### src/rtl/bk16_mp_add_sched_pkg.sv
// bk_sched_pkg: shared types, constants and rotating-priority search for the shared-adder scheduler
package bk_sched_pkg;
  localparam int LIMB_W = 16;
  typedef enum logic {IDLE = 1'b0, BUSY = 1'b1} state_t;
  function automatic int rr_pick(input logic [7:0] req, input int n, input int ptr);
    int r;
    r = 0;
    for (int k = n - 1; k >= 0; k--)
      if (req[3'((ptr + k) % n)]) r = (ptr + k) % n;
    return r;
  endfunction
endpackage

### src/rtl/bk16.sv
// bk16: 16-bit Brent-Kung prefix adder with carry-in
module bk16 (
  input  logic [15:0] x1,
  input  logic [15:0] x2,
  input  logic        cin,
  output logic [15:0] s,
  output logic        cout,
  output logic        p_out,
  output logic        g_out
);
  logic [15:0] p, g, pp, gg;
  logic [16:0] c;
  assign p = x1 ^ x2;
  assign g = x1 & x2;
  // Up-sweep builds power-of-two group terms, down-sweep fills in the remaining prefixes
  always_comb begin
    gg = g;
    pp = p;
    gg[0] = g[0] | (p[0] & cin);
    for (int d = 1; d < 16; d = d * 2)
      for (int i = 0; i < 16; i++)
        if ((i + 1) % (2 * d) == 0) begin
          gg[i] = gg[i] | (pp[i] & gg[i - d]);
          pp[i] = pp[i] & pp[i - d];
        end
    for (int d = 4; d >= 1; d = d / 2)
      for (int i = 2 * d; i < 16; i++)
        if ((i + 1) % (2 * d) == d) begin
          gg[i] = gg[i] | (pp[i] & gg[i - d]);
          pp[i] = pp[i] & pp[i - d];
        end
  end
  assign c = {gg, cin};
  assign s = p ^ c[15:0];
  assign cout = c[16];
  assign p_out = &p;
  assign g_out = gg[15];
endmodule

### src/rtl/bk16_mp_add_sched_rr_arb.sv
// rr_arb: combinational round-robin pick of the first request at or after ptr
module rr_arb
  import bk_sched_pkg::*;
#(
  parameter int NREQ = 4,
  parameter int IDW  = $clog2(NREQ)
) (
  input  logic [NREQ-1:0] req,
  input  logic [IDW-1:0]  ptr,
  output logic [IDW-1:0]  grant,
  output logic            any_req
);
  assign any_req = |req;
  assign grant = IDW'(rr_pick(8'(req), NREQ, int'(ptr)));
endmodule

### src/rtl/bk16_mp_add_sched.sv
// bk16_mp_add_sched: round-robin sharing of one bk16 among requesters streaming multi-limb adds
module bk16_mp_add_sched
  import bk_sched_pkg::*;
#(
  parameter int NREQ    = 4,
  parameter int MAXLIMB = 8,
  parameter int IDW     = $clog2(NREQ),
  parameter int LW      = $clog2(MAXLIMB)
) (
  input  logic                   clk,
  input  logic                   rst_n,
  input  logic [NREQ-1:0]        req_valid,
  output logic [NREQ-1:0]        req_ready,
  input  logic [LIMB_W*NREQ-1:0] req_a,
  input  logic [LIMB_W*NREQ-1:0] req_b,
  input  logic [NREQ-1:0]        req_cin,
  input  logic [NREQ-1:0]        req_last,
  output logic                   res_valid,
  input  logic                   res_ready,
  output logic [LIMB_W-1:0]      res_sum,
  output logic                   res_cout,
  output logic                   res_last,
  output logic                   res_err,
  output logic [IDW-1:0]         res_id,
  output logic [LW-1:0]          res_idx
);
  state_t state;
  logic [IDW-1:0] rr_ptr, owner, gnt;
  logic [LW-1:0] idx_q;
  logic [LIMB_W-1:0] x1, x2, s;
  logic any_req, carry_q, cin, cout, can_take, beat, at_max, fin;
  assign can_take = !res_valid || res_ready;
  assign beat = (state == BUSY) && req_valid[owner] && can_take;
  assign req_ready = (state == BUSY && can_take) ? NREQ'(1) << owner : '0;
  assign x1 = req_a[owner*LIMB_W +: LIMB_W];
  assign x2 = req_b[owner*LIMB_W +: LIMB_W];
  assign cin = (idx_q == '0) ? req_cin[owner] : carry_q;
  assign at_max = idx_q == LW'(MAXLIMB - 1);
  assign fin = req_last[owner] || at_max;
  rr_arb #(.NREQ(NREQ), .IDW(IDW)) u_arb (
    .req(req_valid), .ptr(rr_ptr), .grant(gnt), .any_req(any_req)
  );
  bk16 u_add (
    .x1(x1), .x2(x2), .cin(cin), .s(s), .cout(cout), .p_out(), .g_out()
  );
  // Grant/ownership FSM with limb index and inter-limb carry chaining
  always_ff @(posedge clk or negedge rst_n) begin
    if (!rst_n) begin
      state <= IDLE;
      rr_ptr <= '0;
      owner <= '0;
      carry_q <= 1'b0;
      idx_q <= '0;
    end else if (state == IDLE) begin
      if (any_req) begin
        owner <= gnt;
        rr_ptr <= (gnt == IDW'(NREQ - 1)) ? '0 : gnt + 1'b1;
        idx_q <= '0;
        carry_q <= req_cin[gnt];
        state <= BUSY;
      end
    end else if (beat) begin
      carry_q <= cout;
      idx_q <= idx_q + 1'b1;
      if (fin) state <= IDLE;
    end
  end
  // Result register: load on accepted beat, drop valid after a handshake with no new beat
  always_ff @(posedge clk or negedge rst_n) begin
    if (!rst_n) begin
      res_valid <= 1'b0;
      res_sum <= '0;
      res_cout <= 1'b0;
      res_last <= 1'b0;
      res_err <= 1'b0;
      res_id <= '0;
      res_idx <= '0;
    end else if (beat) begin
      res_valid <= 1'b1;
      res_sum <= s;
      res_cout <= cout;
      res_last <= fin;
      res_err <= at_max && !req_last[owner];
      res_id <= owner;
      res_idx <= idx_q;
    end else if (res_ready) begin
      res_valid <= 1'b0;
    end
  end
endmodule

### config.mk
export PLATFORM = sky130hd
export DESIGN_NAME = bk16_mp_add_sched
export DESIGN_NICKNAME = d
export VERILOG_FILES = /design/src/rtl/bk16_mp_add_sched_pkg.sv /design/src/rtl/bk16.sv /design/src/rtl/bk16_mp_add_sched_rr_arb.sv /design/src/rtl/bk16_mp_add_sched.sv
export SDC_FILE = /design/constraint.sdc
export NUM_CORES = 1
export LEC_CHECK = 0
export ABC_AREA = 0
export CAP_MARGIN = 20
export CELL_PAD_IN_SITES_DETAIL_PLACEMENT = 1
export CELL_PAD_IN_SITES_GLOBAL_PLACEMENT = 1
export CORE_MARGIN = 1
export CORE_UTILIZATION = 30
export DETAILED_ROUTE_END_ITERATION = 7
export DONT_BUFFER_PORTS = 1
export GPL_ROUTABILITY_DRIVEN = 0
export GPL_TIMING_DRIVEN = 0
export PLACE_DENSITY = 0.61
export SYNTH_ARGS = -nofsm -noshare
export SYNTH_HDL_FRONTEND = slang
export SYNTH_SLANG_ARGS = --single-unit
### constraint.sdc
create_clock -name clk -period 3.8 [get_ports clk]
set_input_delay 1.14 -clock clk [delete_from_list [all_inputs] [get_ports clk]]
set_output_delay 1.14 -clock clk [all_outputs]
set_load 0.02 [all_outputs]
Word-level counts from Yosys, hierarchy flattened
Index checks and enable logic that the tools add are counted.
Storage, ports and cells
  word-level logic and storage cells: 156
  input bits: 143
  bits in registers: 34
  output and inout port bits: 29
Operators by class
  bitwise logic cells: 72
  shift-type cells: 3
  mux-type cells: 38
  add/sub/neg operators: 5
  order comparisons: 6
  equal/unequal tests: 3
  reduce and logical (&&, ||, !) cells: 17
Operators by type and width (number)
  $shiftx 64x7->16: 2
  $and 1x1->1: 38
  $xor 16x16->16: 2
  $or 1x1->1: 27
  $mux 1: 21
  $and 16x16->16: 1
  $lt 3x5->1 const B: 3
  $bmux 1 s2: 5
  $mux 2: 5
  $bmux 1 s3: 3
  $mux 3: 3
  $lt 2x3->1 const B: 2
  $reduce_or 2->1: 3
  $add 2x1->2 const B: 2
  $add 2x2->2 const B: 2
  $logic_and 1x1->1: 4
  $lt 2x4->1 const B: 1
  $mux 4: 1
  $reduce_and 2->1: 2
  $reduce_bool 2->1: 2
  $reduce_or 4->1: 1
  $shl 1x2->4 const A: 1
  $add 3x1->3 const B: 1
  $and 1x1->1 const A: 3
  other kinds (7): 9

Logic depth before layout (Yosys ltp)
  depth after elaboration: 18
  gate-level depth with buffers: 16
  mapped depth without buffers: 16

Modules after synthesis
From an unflattened synthesis, not the netlist that was laid out.
Second synthesis, totals
  cells, all modules: 246
  area, all modules: 3089.2 sq um
By module, submodules not included
  bk16_mp_add_sched: area an instance 2297.2 sq um, seq. area each 850.8 sq um, cells an instance 151, times used 1
  bk16: area an instance 714.4 sq um, seq. area each 0.0 sq um, cells an instance 82, times used 1
  rr_arb: area an instance 77.6 sq um, seq. area each 0.0 sq um, cells an instance 13, times used 1

Least setup slack after synthesis
No wires, ideal clock.
  path type: input -> register
  start point: input port req_cin[3]
  end point: register res_sum[8]
  stages on the path: 13
  arrival: 3897 ps
  setup slack: -222 ps
  library setup time: 125 ps
  cell sequence: mux4_2 mux2i_1 fa_1 inv_1 fa_1 a21o_1 and4_1 nor3_1 nor2b_1 o21ai_0 nand2b_1 fa_1 mux2_2
Between the ends
  cells in the longest elaborated chain, start to end: 12
Ends and longest elaborated chain
  start, declared: line bk16_mp_add_sched.sv:16  | input logic [NREQ-1:0] req_cin,
  $bmux 1 s2: line bk16_mp_add_sched.sv:37  | assign cin = (idx_q == '0) ? req_cin[owner] : carry_q;
  $mux 1 (not written as such): line bk16_mp_add_sched.sv:37
  $mux 1: line bk16_mp_add_sched.sv:37
  $and 1x1->1: line bk16.sv:19  | gg[0] = g[0] | (p[0] & cin);
  $or 1x1->1: line bk16.sv:19
  $and 1x1->1: line bk16.sv:23  | gg[i] = gg[i] | (pp[i] & gg[i - d]);
  $or 1x1->1: line bk16.sv:23
  $and 1x1->1: line bk16.sv:23
  $or 1x1->1: line bk16.sv:23
  $and 1x1->1: line bk16.sv:23
  $or 1x1->1: line bk16.sv:23
  $xor 16x16->16: line bk16.sv:34  | assign s = p ^ c[15:0];
  net s[8]: line bk16_mp_add_sched.sv:30  | logic [LIMB_W-1:0] x1, x2, s;
  end signal, assigned: line bk16_mp_add_sched.sv:80  | res_sum <= s;
  end, declared: line bk16_mp_add_sched.sv:20  | output logic [LIMB_W-1:0] res_sum,
The timed path passes the listed nets, and every way through them passes these cells. The select of a mux whose other input is x is not followed.
A chain may end at the register's enable or synchronous reset.

Worst setup path after layout
  start point: input port req_cin[3]
  end point: register res_sum[14]
Between the ends
  cells in the longest elaborated chain, start to end: 16
Ends and longest elaborated chain
  $bmux 1 s2: line bk16_mp_add_sched.sv:37
  $mux 1 (not written as such): line bk16_mp_add_sched.sv:37
  $mux 1: line bk16_mp_add_sched.sv:37
  $and 1x1->1: line bk16.sv:19
  $or 1x1->1: line bk16.sv:19
  $and 1x1->1: line bk16.sv:23
  $or 1x1->1: line bk16.sv:23
  $and 1x1->1: line bk16.sv:23
  $or 1x1->1: line bk16.sv:23
  $and 1x1->1: line bk16.sv:23
  $or 1x1->1: line bk16.sv:23
  $and 1x1->1: line bk16.sv:29  | gg[i] = gg[i] | (pp[i] & gg[i - d]);
  $or 1x1->1: line bk16.sv:29
  $and 1x1->1: line bk16.sv:29
  $or 1x1->1: line bk16.sv:29
  $xor 16x16->16: line bk16.sv:34
  net s[14]: line bk16_mp_add_sched.sv:30
The timed path passes the listed nets, and every way through them passes these cells. The select of a mux whose other input is x is not followed.

==> results.toml <==
[grt]
grt_pass1_wl_um = 12300
antenna_found_initial = 0
grt_pass1_vias = 2262
grt_overflow_total = 0
grtUsageTotal_pct = 16.6
grt_max_degree = 35

[clocking]
clk_latency_ps = 280
cts_tree = "built"
cts_buffer_depth = 2
root_buffer = "clkbuf_8"
htreeDepth = 2
numCtsBuffers = 5
hold_buffers = 0
cts.clk_slew.worst_paths_ps = 80
clkSinkCount = 34

[cells_and_area]
layout-drive-gt1-share_pct = 30.2
syn_to_final_growth_pct = 13.4
nets = 430
fin_util_pct = 35.4
antennaDiodeCount = 0
final_area_um2 = 3300

[route]
vias_per_cell = 5.54
dr.pass1.iters = 4
avgRoutedWirePerCell_um = 21.4
vias = 2165
drtIter0Drc = 47
ant_nets = 0
drc = 0
routed_wl_um = 8350

[synthesis]
synth-xor-area-share_pct = 2.41
ys.warnings.count = 0
avgSynthCellArea_um2 = 11.6
synth_mux_area_share_pct = 30.7
syn-num-nets = 420
netlist_area_um2 = 2910
synthAdderAreaFrac_pct = 13.5
synth_seq_cells = 34
yosysUniqueCellTypes = 40
synth_compound_area_share_pct = 10.8
synthArstFlopShare_pct = 100
synth_edf_count = 0
synth_top_family_by_area = "multiplexers"
synthSimpleGateAreaFrac_pct = 8.60
synth-main-ff-cell = "dfrtp_1"
syn_inst = 251
ys_seq_area_share_pct = 29.2

[die]
initial_core_util_pct = 31.2
core_um2 = 9330
dieWidth_um = 100
dieArea_um2 = 10100
die_height_um = 100
pin_count = 172
num_rows = 35

[setup_path]
crit_chain = "mux4_2 -> mux2i_4 -> fa_2 -> inv_2 -> fa_2 -> a21o_1 -> and4_4 -> nor3_4 -> o31a_1 -> buf_6 -> o21ai_2 -> fa_2 -> mux2_2"
worst_ep_arrival_time_ps = 3980
crit_cells = 13
crit_top_cell = "fa_2"
cp_top_family = "adder cells"
cp.required_ps = 3970
crit_slowest_cell = "mux4_2"
cp_max_fo = 3
end_kind = "flip-flop"
r2r_cells = 14
start_kind = "primary input"
path_class = "primary input to flip-flop"
max_stage_delay_ps = 490
critical_path_buf_inv_count = 2

[pwr]
p_total_w = 0.00365
ir_worst_vdd_v = 0.000415
power.density_nw_per_um2 = 1110
p_leak_nw = 1.33

[outcome]
outcome = "finished, violations left"
violations = "negative setup slack"

[placed_design]
hpwl_um = 6830
portBuffers = 0
dpl_cell_area_um2 = 3090

[sta]
setup_violations = 1
worst_slew_pin_slew_ps = 648
finalClockSkew_ps = 8.45
hold_viol = 0
totalNegativeSetupSlack_ps = -9.07
min_period_over_period_pct = 100
fmax_ghz = 0.263
fin_ws_ps = -9.07
rsz0062_at_grt = "yes"
relSlewSlack_pct = 56.4
drv_slew = 0
timing.final.crit_period_ps = 3810

[flow_run]
maxCapViolCount = 0

[hold_path]
min_path_type = "primary input to asynchronous set/reset pin"
layout make-up:
class / instances / area, um2
fillers: 1015 / 6030
multi-input cells: 184 / 2020
flip-flops and latches: 34 / 852
well taps: 129 / 161
clock buffers: 7 / 86.3
inverters: 19 / 73.8
plain buffers: 13 / 67.6
repair buffers: 4 / 33.8
clock inverters: 1 / 5.00
sequential cells by signal, summed over array words and instances (netlist names), 2 cells and up:
name and flops:
res_idx 3, res_id 2, res_sum 16, owner 2, rr_ptr 2, idx_q 3
per-layer routing:
metal  wire, um  global-route usage, %  share of wire [%]  vias to the layer above
met3        513                   2.98                6.1                        2
li1           -                      -                  -                      971
met2       4270                   28.5                 51                       85
met1       3530                   21.4                 42                     1107
met5          0                      0                  0                        -
met4         40                   4.57               0.48                        0
through the flow:
step	hold WS, ps	std cells	setup WS, ps
6_report	542	391	-9.07
3_3_place_gp	517	380	-688
2_1_floorplan	489	251	-126
3_5_place_dp	533	380	-731
4_1_cts	526	389	-86.8
5_1_grt	521	391	-116
synth_stat cells, drive strengths merged, types with 5 or more instances:
library cell	count	share of area, %
a21oi	8	1.4
buf	7	1.4
clkbuf	7	0.90
dfrtp	34	29
fa	9	6.2
ha	17	7.3
inv	19	2.5
mux2	7	2.7
mux2i	5	1.7
mux4	34	26
nand2	24	3.1
nor2	6	0.77
nor3	5	0.86
o21ai	27	4.6
xnor2	6	1.8
logic make-up (layout without fill, tap and decap cells):
group	Yosys count	count (layout)
AOI/OAI and AO/OA	51	51
xor gates and xnor gates	8	8
adders and majority gates	26	26
buffers and inverters	33	44
DFF	34	34
muxes	46	46
and+or+nand+nor	53	53
final timing paths:
kind	slack (ps)	start	end
worst max-delay path	-9	req_cin[3]	res_sum[14]
worst min-delay path	540	rst_n	res_sum[15]
worst max register to register	80	owner[0]	res_sum[14]
worst min register to register	550	idx_q[0]	idx_q[0]
max in group asynchronous	3160	rst_n	res_sum[7]
min in group clk	550	idx_q[0]	idx_q[0]
where the power goes:
part           leakage (nW)  switching (W)  internal [W]
Combinational         0.870        0.00126       0.00124
Clock                0.0482       0.000136      0.000146
Sequential            0.415       0.000321      0.000544
Total                  1.33        0.00172       0.00193
cells in the final DEF (no fill, tap or decap), types with 2 or more instances in the layout:
cell,n
nand3_1,4
nor3_4,2
o21ai_0,22
buf_6,2
fa_2,5
xnor2_1,3
buf_2,3
nor2_1,6
inv_1,17
dfrtp_1,33
ha_1,17
mux2i_1,4
mux4_2,34
o21ai_2,2
nor3_1,3
a21o_1,3
fa_1,4
nor4_1,2
nand2b_1,3
mux2_2,6
a21oi_1,8
clkbuf_8,6
nor2b_1,3
a211o_1,2
clkbuf_1,8
buf_4,5
nand2_1,24
o21ai_1,3
xnor2_2,2
xor2_1,2
repair_timing:
item	CTS	global route
buffers inserted	2	2
resized for setup	15	9
pin swaps	7	9
endpoints found under the setup margin	10	7
No activity file was read; power rests on OpenSTA's default activity.
